===== config.mk =====
export PLATFORM = sky130hd
export DESIGN_NAME = serial_link_cfg_trainer
export DESIGN_NICKNAME = d
export VERILOG_FILES = /design/src/rtl/serial_link_cfg_trainer.sv
export SDC_FILE = /design/constraint.sdc
export NUM_CORES = 1
export LEC_CHECK = 0
export ABC_AREA = 1
export BUFFER_PORTS_ARGS = -buffer_cell sky130_fd_sc_hd__buf_2
export CORE_MARGIN = 3
export CORE_UTILIZATION = 54
export CTS_BUF_LIST = sky130_fd_sc_hd__clkbuf_2
export CTS_CLUSTER_SIZE = 16
export DETAILED_ROUTE_END_ITERATION = 6
export GPL_ROUTABILITY_DRIVEN = 1
export PLACE_DENSITY = 0.8
export SLEW_MARGIN = 20
export SYNTH_ARGS = -nofsm -noshare
export SYNTH_HDL_FRONTEND = slang
export SYNTH_SLANG_ARGS = --single-unit

===== constraint.sdc =====
create_clock -name clk_i -period 4.6 [get_ports clk_i]
set_input_delay 0.46 -clock clk_i [delete_from_list [all_inputs] [get_ports clk_i]]
set_output_delay 0.46 -clock clk_i [all_outputs]
set_load 0.02 [all_outputs]

===== src/rtl/serial_link_cfg_trainer.sv =====
// serial_link_cfg_trainer: register-bus initiator that sweeps the serial link
// RX sampling delay, finds the longest contiguous locked window and programs
// its centre tap. One outstanding cfg transaction at a time.
//
// state    | meaning
// ---------+-----------------------------------------------------------
// Idle     | waiting for start_i
// WrMask   | write train mask to TrainingMask, await response
// WrDly    | write current tap to Delay, await response
// Settle   | let the receiver settle on the new tap (down-counter)
// RdStat   | read Status, capture lock bit
// Eval     | update run/best window, pick next tap or finish sweep
// WrBest   | write chosen centre tap to Delay
// WrUnmask | write 0 to TrainingMask
// Done     | done_o pulse, then back to Idle
// Err      | bus error seen; report and finish without more requests
module serial_link_cfg_trainer #(
  parameter int DelayWidth   = 5,
  parameter int SettleCycles = 16,
  parameter int LockBit      = 0,
  parameter int TrainMaskW   = 8
) (
  input  logic                  clk_i,
  input  logic                  rst_i,
  input  logic                  start_i,
  input  logic [TrainMaskW-1:0] train_mask_i,
  output logic                  req_valid_o,
  input  logic                  req_ready_i,
  output logic [31:0]           req_addr_o,
  output logic                  req_write_o,
  output logic [31:0]           req_wdata_o,
  input  logic                  rsp_valid_i,
  input  logic [31:0]           rsp_rdata_i,
  input  logic                  rsp_error_i,
  output logic                  busy_o,
  output logic                  done_o,
  output logic                  fail_o,
  output logic                  err_o,
  output logic [DelayWidth-1:0] best_delay_o,
  output logic [DelayWidth:0]   window_len_o
);

  typedef enum logic [31:0] {
    AddrStatus       = 32'h0000_0000,
    AddrTrainingMask = 32'h0000_0008,
    AddrDelay        = 32'h0000_0010
  } serial_cfg_addr_e;

  typedef enum logic [3:0] {
    Idle, WrMask, WrDly, Settle, RdStat, Eval, WrBest, WrUnmask, Done, Err
  } state_e;

  localparam int CntW = (SettleCycles > 1) ? $clog2(SettleCycles) : 1;
  localparam logic [DelayWidth-1:0] TapMax = '1;

  state_e                state;
  logic [DelayWidth-1:0] tap;
  logic [DelayWidth-1:0] runStart;
  logic [DelayWidth-1:0] bestStart;
  logic [DelayWidth-1:0] centre;
  logic [DelayWidth:0]   runLen;
  logic [DelayWidth:0]   bestLen;
  logic [CntW-1:0]       settleCnt;
  logic                  passReg;
  logic                  waitRsp;

  logic                  accept;
  logic                  rspNow;
  logic [DelayWidth:0]   newRun;
  logic                  newBest;
  logic [DelayWidth:0]   nextBestLen;
  logic [DelayWidth-1:0] nextBestStart;
  logic [DelayWidth-1:0] nextCentre;
  logic                  unusedRdata;

  // Only the lock bit of the status word matters.
  assign unusedRdata = ^rsp_rdata_i;

  // Handshake qualifiers and the window update applied in Eval.
  always_comb begin
    accept        = req_valid_o & req_ready_i;
    rspNow        = rsp_valid_i & (waitRsp | accept);
    newRun        = passReg ? runLen + 1'b1 : '0;
    newBest       = newRun > bestLen;
    nextBestLen   = newBest ? newRun : bestLen;
    nextBestStart = bestStart;
    if (newBest) nextBestStart = (runLen == '0) ? tap : runStart;
    nextCentre    = '0;
    if (nextBestLen != '0)
      nextCentre = nextBestStart + DelayWidth'((nextBestLen - 1'b1) >> 1);
  end

  // Training sequencer; a response with rsp_error_i from any bus state goes to Err.
  always_ff @(posedge clk_i or posedge rst_i) begin
    if (rst_i) begin
      state        <= Idle;
      req_valid_o  <= 1'b0;
      req_addr_o   <= '0;
      req_write_o  <= 1'b0;
      req_wdata_o  <= '0;
      busy_o       <= 1'b0;
      done_o       <= 1'b0;
      fail_o       <= 1'b0;
      err_o        <= 1'b0;
      best_delay_o <= '0;
      window_len_o <= '0;
      tap          <= '0;
      runStart     <= '0;
      bestStart    <= '0;
      centre       <= '0;
      runLen       <= '0;
      bestLen      <= '0;
      settleCnt    <= '0;
      passReg      <= 1'b0;
      waitRsp      <= 1'b0;
    end else begin
      done_o <= 1'b0;
      if (accept) begin
        req_valid_o <= 1'b0;
        waitRsp     <= ~rsp_valid_i;
      end else if (waitRsp && rsp_valid_i) begin
        waitRsp <= 1'b0;
      end

      case (state)
        Idle: if (start_i) begin
          busy_o      <= 1'b1;
          fail_o      <= 1'b0;
          err_o       <= 1'b0;
          tap         <= '0;
          runStart    <= '0;
          bestStart   <= '0;
          runLen      <= '0;
          bestLen     <= '0;
          req_valid_o <= 1'b1;
          req_addr_o  <= AddrTrainingMask;
          req_write_o <= 1'b1;
          req_wdata_o <= 32'(train_mask_i);
          state       <= WrMask;
        end
        WrMask: if (rspNow) begin
          if (rsp_error_i) state <= Err;
          else begin
            req_valid_o <= 1'b1;
            req_addr_o  <= AddrDelay;
            req_write_o <= 1'b1;
            req_wdata_o <= 32'(tap);
            state       <= WrDly;
          end
        end
        WrDly: if (rspNow) begin
          if (rsp_error_i) state <= Err;
          else begin
            settleCnt <= CntW'(SettleCycles - 1);
            state     <= Settle;
          end
        end
        Settle: begin
          if (settleCnt == '0) begin
            req_valid_o <= 1'b1;
            req_addr_o  <= AddrStatus;
            req_write_o <= 1'b0;
            req_wdata_o <= '0;
            state       <= RdStat;
          end else begin
            settleCnt <= settleCnt - 1'b1;
          end
        end
        RdStat: if (rspNow) begin
          if (rsp_error_i) state <= Err;
          else begin
            passReg <= rsp_rdata_i[LockBit];
            state   <= Eval;
          end
        end
        Eval: begin
          runLen    <= newRun;
          if (passReg && runLen == '0) runStart <= tap;
          bestLen   <= nextBestLen;
          bestStart <= nextBestStart;
          req_valid_o <= 1'b1;
          req_addr_o  <= AddrDelay;
          req_write_o <= 1'b1;
          if (tap == TapMax) begin
            centre      <= nextCentre;
            req_wdata_o <= 32'(nextCentre);
            state       <= WrBest;
          end else begin
            tap         <= tap + 1'b1;
            req_wdata_o <= 32'(tap + 1'b1);
            state       <= WrDly;
          end
        end
        WrBest: if (rspNow) begin
          if (rsp_error_i) state <= Err;
          else begin
            req_valid_o <= 1'b1;
            req_addr_o  <= AddrTrainingMask;
            req_write_o <= 1'b1;
            req_wdata_o <= '0;
            state       <= WrUnmask;
          end
        end
        WrUnmask: if (rspNow) begin
          if (rsp_error_i) state <= Err;
          else begin
            done_o       <= 1'b1;
            busy_o       <= 1'b0;
            fail_o       <= (bestLen == '0);
            best_delay_o <= centre;
            window_len_o <= bestLen;
            state        <= Done;
          end
        end
        Done: state <= Idle;
        Err: begin
          done_o       <= 1'b1;
          busy_o       <= 1'b0;
          err_o        <= 1'b1;
          fail_o       <= 1'b1;
          best_delay_o <= '0;
          window_len_o <= '0;
          state        <= Done;
        end
        default: state <= Idle;
      endcase
    end
  end

endmodule


# Yosys cells after proc, flatten, opt, wreduce, memory -nomap -nowiden
# Cells that the tools add are included.
# word_totals
memories,0
mem_bits_ro,0
input_bits,46
out_inout_bits,81
register_bits,123
ramBits,0
word_cells,161
latchBits,0
# classes
n_mux,76
n_addsub,6
n_eq_ne,25
bitwise_logic,5
shifts,0
mul,0
n_lt_le_gt_ge,1
n_div,0
reduce_logical,28
# ops
op,n
32-bit two-way mux,11
32-bit case mux with 5 select lines,2
4-bit two-way mux,14
5-bit two-way mux,8
5-bit case mux with 2 select lines,4
6-bit two-way mux,6
4-bit case mux with 9 select lines,1
6-bit case mux with 2 select lines,3
"2-bit != test, second input constant",15
1-bit two-way mux,19
"4-bit by 3-bit equality test with 1-bit output, second input constant",4
7-bit AND reduction,2
6-bit zero test,2
3-bit AND reduction,4
2-bit nonzero test,5
"4-bit by 2-bit equality test with 1-bit output, second input constant",2
4-bit zero test,2
1-bit case mux with 4 select lines,2
4-bit case mux with 2 select lines,1
4-bit AND reduction,2
"5-bit by 1-bit adder with 6-bit output, second input constant",1
"6-bit by 1-bit adder with 6-bit output, second input constant",1
6-bit > comparator,1
1-bit case mux with 3 select lines,2
21 further kinds,27

# Depth between registers and ports, before layout
# depth
ltp_word,9
ltp_mapped,30
mapped_depth_nobuf,30

# Least setup slack after synthesis
# No wires, ideal clock.
# synth_timing
kind,register to register
start,register runLen[0]
end,register req_wdata_o[4]
required_ps,4484
path_stages_with_launch,28
setup_ps,116
setup_slack_ps,1104
arrival_ps,3380
path_buffers,0
period_less_slack_ps,3496
path_cell_list,dfrtp_1 -> ha_1 -> nand2_1 -> o21ai_0 -> nand2_1 -> nor2_1 -> ha_1 -> nand2_1 -> nor2_1 -> nand3_1 -> nor2_2 -> nand2_4 -> nand2_8 -> nand2_1 -> nand2_1 -> inv_1 -> ha_1 -> inv_1 -> ha_1 -> fa_1 -> a31oi_1 -> inv_1 -> nand3_1 -> nand3_1 -> nand3_2 -> nand2_1 -> nand2_1 -> nand2_1
# synth_between
elab_chain_len,9
elab_cells_between_ends,13
cone_classes,3 x add/sub; 1 x order compare; 7 x mux; 2 x reduce/logical
# synth_lines
element,line,text
start: declaration,61,logic [DelayWidth:0] runLen;
start signal: assignment,177,runLen <= newRun;
6-bit by 1-bit adder with 6-bit output,83,newRun = passReg ? runLen + 1'b1 : '0;
6-bit two-way mux,83,
6-bit > comparator,84,newBest = newRun > bestLen;
6-bit two-way mux,85,nextBestLen = newBest ? newRun : bestLen;
6-bit by 1-bit subtractor with 6-bit output,90,nextCentre = nextBestStart + DelayWidth'((nextBestLen - 1'b1) >> 1);
5-bit adder,90,
5-bit two-way mux (*),89,if (nextBestLen != '0)
6-bit two-way mux (*),184,if (tap == TapMax) begin
32-bit case mux with 5 select lines (*),125,case (state)
end signal: assignment,138,req_wdata_o <= 32'(train_mask_i);
end signal: assignment,186,req_wdata_o <= 32'(nextCentre);
end signal: assignment,190,req_wdata_o <= 32'(tap + 1'b1);
end: declaration,31,"output logic [31:0] req_wdata_o,"
# Every way passes the cells marked *; elsewhere a longest branch is shown, timed or not.
# A chain may end at the register's enable or synchronous reset.

# Final worst setup path
# layout_timing
start,register runLen[2]
end,register req_wdata_o[4]
# The elaborated chain is that of the path after synthesis.

==> metrics <==
Antenna Cells 0; skew final approximately 19 ps; Max stage delay on crit path 460 ps; via count 3619; Critical Path RT ~5100 ps; post-CTS resize count 0; Max Slew Vio Count 0; Post-Route WL between 9000 and 10000 microns; # IOs about 130; chip height roughly 96 microns; most common cell after layout, fill and taps aside nand2_1; fin area roughly 0.0045 sq mm; Period Utilization, post-route 88.6%; met3 usage under 10%; DRT iter0 DRCs about 150; WS Path Type reg -> reg; CTS Buf Count 9; htree depth 3; Final Hold Viols 0; final setup TNS 0 ps; initial core utilization approximately 56%; Clock Latency Late Sink about 500 ps; Overall Global Routing Usage between 20% and 30%; die area approximately 0.0092 sq mm; Die W 95.7 microns; critical path cell sequence nand4_1, o21ai_0, nand2_1, nor2_1, ha_1, a21oi_1, nand3_4, nand2_8, nand2_1, nand2_1, inv_1, ha_1, inv_1, ha_1, fa_1, a31oi_1, inv_1, nand3_1, nand2_1, nand2_1, nand3_2, nand2_1, nand2_1, nand2_1; RSZ-0062 raised after global routing false; Critical Path End Type flop; Row Count 32; Nets between 600 and 700; HP Class in -> reg; Setup Buffers After CTS 0; worst vdd ir 0.438 mV; CTS tree yes; worst rel slew slack between 40 and 50%; Mapped Cells 566; number of synthesized register bits between 60 and 70; pre-CTS setup slack ~620 ps; leakage between 2 and 2.5 nW; Worst path top cell family by delay simple AND/OR/NAND/NOR gates; Worst-path clk slew 180 ps; CTS root buf clkbuf_2; GR Layer Usage met2 35.9%; Sink Count approximately 70; CP Launch Type flop; Worst Max-Slew Pin Slew around 800 ps; f_max 0.245 GHz; first-pass GRT wire length around 15000 microns; P&R area growth vs syn 4.06%; share of cells above drive strength 1 ~14%; Cell Area, Placed roughly 0.0044 sq mm; Max Fanout on Critical Path 18; R2R Setup Slk between 500 and 600 ps; Bufs and invs on worst path 3; gr ovfl total 0; pin count of the biggest net entering global routing between 40 and 50; IO buf count slightly above 40; Slowest-stage cell, CP dfrtp_1; filler instances between 700 and 800; met1 usage 27.0%; Final Wtd Congestion 0.897; antenna violations before repair 0; # hold bufs at CTS 1; crit-path most repeated cell nand2_1; CP arrival about 4500 ps; pwr dens around 740 mW/mm^2; Vias/cell about 5; vias in the first global route between 3000 and 4000; antenna viol nets, final 0; post-synth cell types 41; max_cap viols 0; hpwl dp 6860 microns; Final Worst Setup Slack 526 ps; most frequent cells in the layout 126 x nand2_1, 75 x inv_1, 69 x dfrtp_1; Seq/Total Area, Yosys between 30% and 40%; Core ar. around 0.0078 sq mm; Initial DRT Pass Iterations 5; Cell Area, Synth 0.00435 sq mm; Ys Warns 0; wire per inst 12.7 microns; min Tclk post-route 4070 ps; status complete, no violations; DR DRC count 0; Max clock buf depth 2; final setup fails 0; Syn Area/Cell between 7 and 8 sq um; layer with the highest usage met2
-- power by group --
group / internal, mW / leakage (nW) / switching [mW] / total [mW]
Clock: 0.0719 / 0.0592 / 0.204 / 0.276
Combinational: 0.721 / 1.46 / 1.50 / 2.22
Sequential: 0.744 / 0.910 / 0.0914 / 0.835
Total: 1.54 / 2.43 / 1.80 / 3.33
-- metal layers --
layer  vias up  part of all wire [%]
met4         0                   1.3
met3        13                   5.8
met2       115                    49
met5         -                     0
met1      1690                    44
li1       1801                     -
-- area by class of cell --
type | instances | area [sq um] | area share [%]
multi-input combinational | 406 | 2060 | 45.5
sequential | 69 | 1730 | 38.2
inverter | 79 | 297 | 6.56
timing repair buffer | 45 | 238 | 5.26
tap | 102 | 128 | 2.82
clock buffer | 12 | 60.1 | 1.33
clock inverter | 3 | 13.8 | 0.304
-- synth_stat cells, drive strengths merged --
master	number	area, sq um
a21oi	11	58.8
o21ai	52	264
nor2	48	216
a211oi	1	7.51
conb	1	3.75
inv	79	297
a21boi	2	15.0
o21bai	3	22.5
nor3	9	45.0
a32oi	1	8.76
ha	15	188
dfrtp	69	1730
a22oi	1	7.51
nor4	2	18.8
clkbuf	7	26.3
fa	1	20.0
o31ai	5	37.5
o21a	1	7.51
nand3b	4	30.0
buf	58	435
a31oi	4	25.0
nand4	5	31.3
nand3	38	213
nand2	136	554
o22ai	11	68.8
xor2	2	17.5
-- registers in the layout, summed over array words and instances, names as in the netlist, 2 cells and up --
signal / count
state: 4
tap: 5
settleCnt: 4
bestLen: 6
best_delay_o: 5
req_wdata_o: 8
req_addr_o: 2
window_len_o: 6
bestStart: 5
runLen: 6
runStart: 5
centre: 5
-- stage by stage --
stage	cells	utilization, %	hold WS (ps)	power [mW]
after floorplan	619	-	450	2.66
after global placement	700	57.1	457	2.96
after detailed placement	700	57.1	463	3.03
after CTS	716	58.2	40.2	3.34
after global routing	716	58.2	20.3	3.67
final	716	58.2	75.1	3.33
-- worst reg2reg max path, stage by stage (launching register included) --
cell     delay [ps]
dfrtp_1         460
nand4_1         210
o21ai_0         200
nand2_1          70
nor2_1          190
ha_1            280
a21oi_1         280
nand3_4         200
nand2_8         180
nand2_1          70
nand2_1         110
inv_1            80
ha_1            290
inv_1            40
ha_1            190
fa_1            410
a31oi_1         190
inv_1            70
nand3_1         100
nand2_1          70
nand2_1          70
nand3_2         110
nand2_1          90
nand2_1          50
nand2_1          50
-- kinds of logic (layout without fill, tap and decap cells) --
family / count (synthesis) / count (layout) / share of synthesized area [%]
other: 1 / 54 / 0.0863
AO/OA/AOI/OAI: 92 / 92 / 12.0
AND/OR/NAND/NOR: 242 / 242 / 25.5
adder cells (fa/ha/maj): 16 / 16 / 4.78
XOR/XNOR: 2 / 2 / 0.403
buffers and inverters: 144 / 139 / 17.4
flip-flops: 69 / 69 / 39.7
-- final timing paths --
kind / end / from / depth (start not counted)
worst max-delay path: req_wdata_o[4] / runLen[2] / 24
worst min-delay path: waitRsp / rsp_valid_i / 2
worst max register to register: req_wdata_o[4] / runLen[2] / 24
worst min register to register: err_o / err_o / 2
max in group asynchronous: state[1] / rst_i / 4
min in group asynchronous: window_len_o[4] / rst_i / 3
Power figures use the tool's default switching activity.
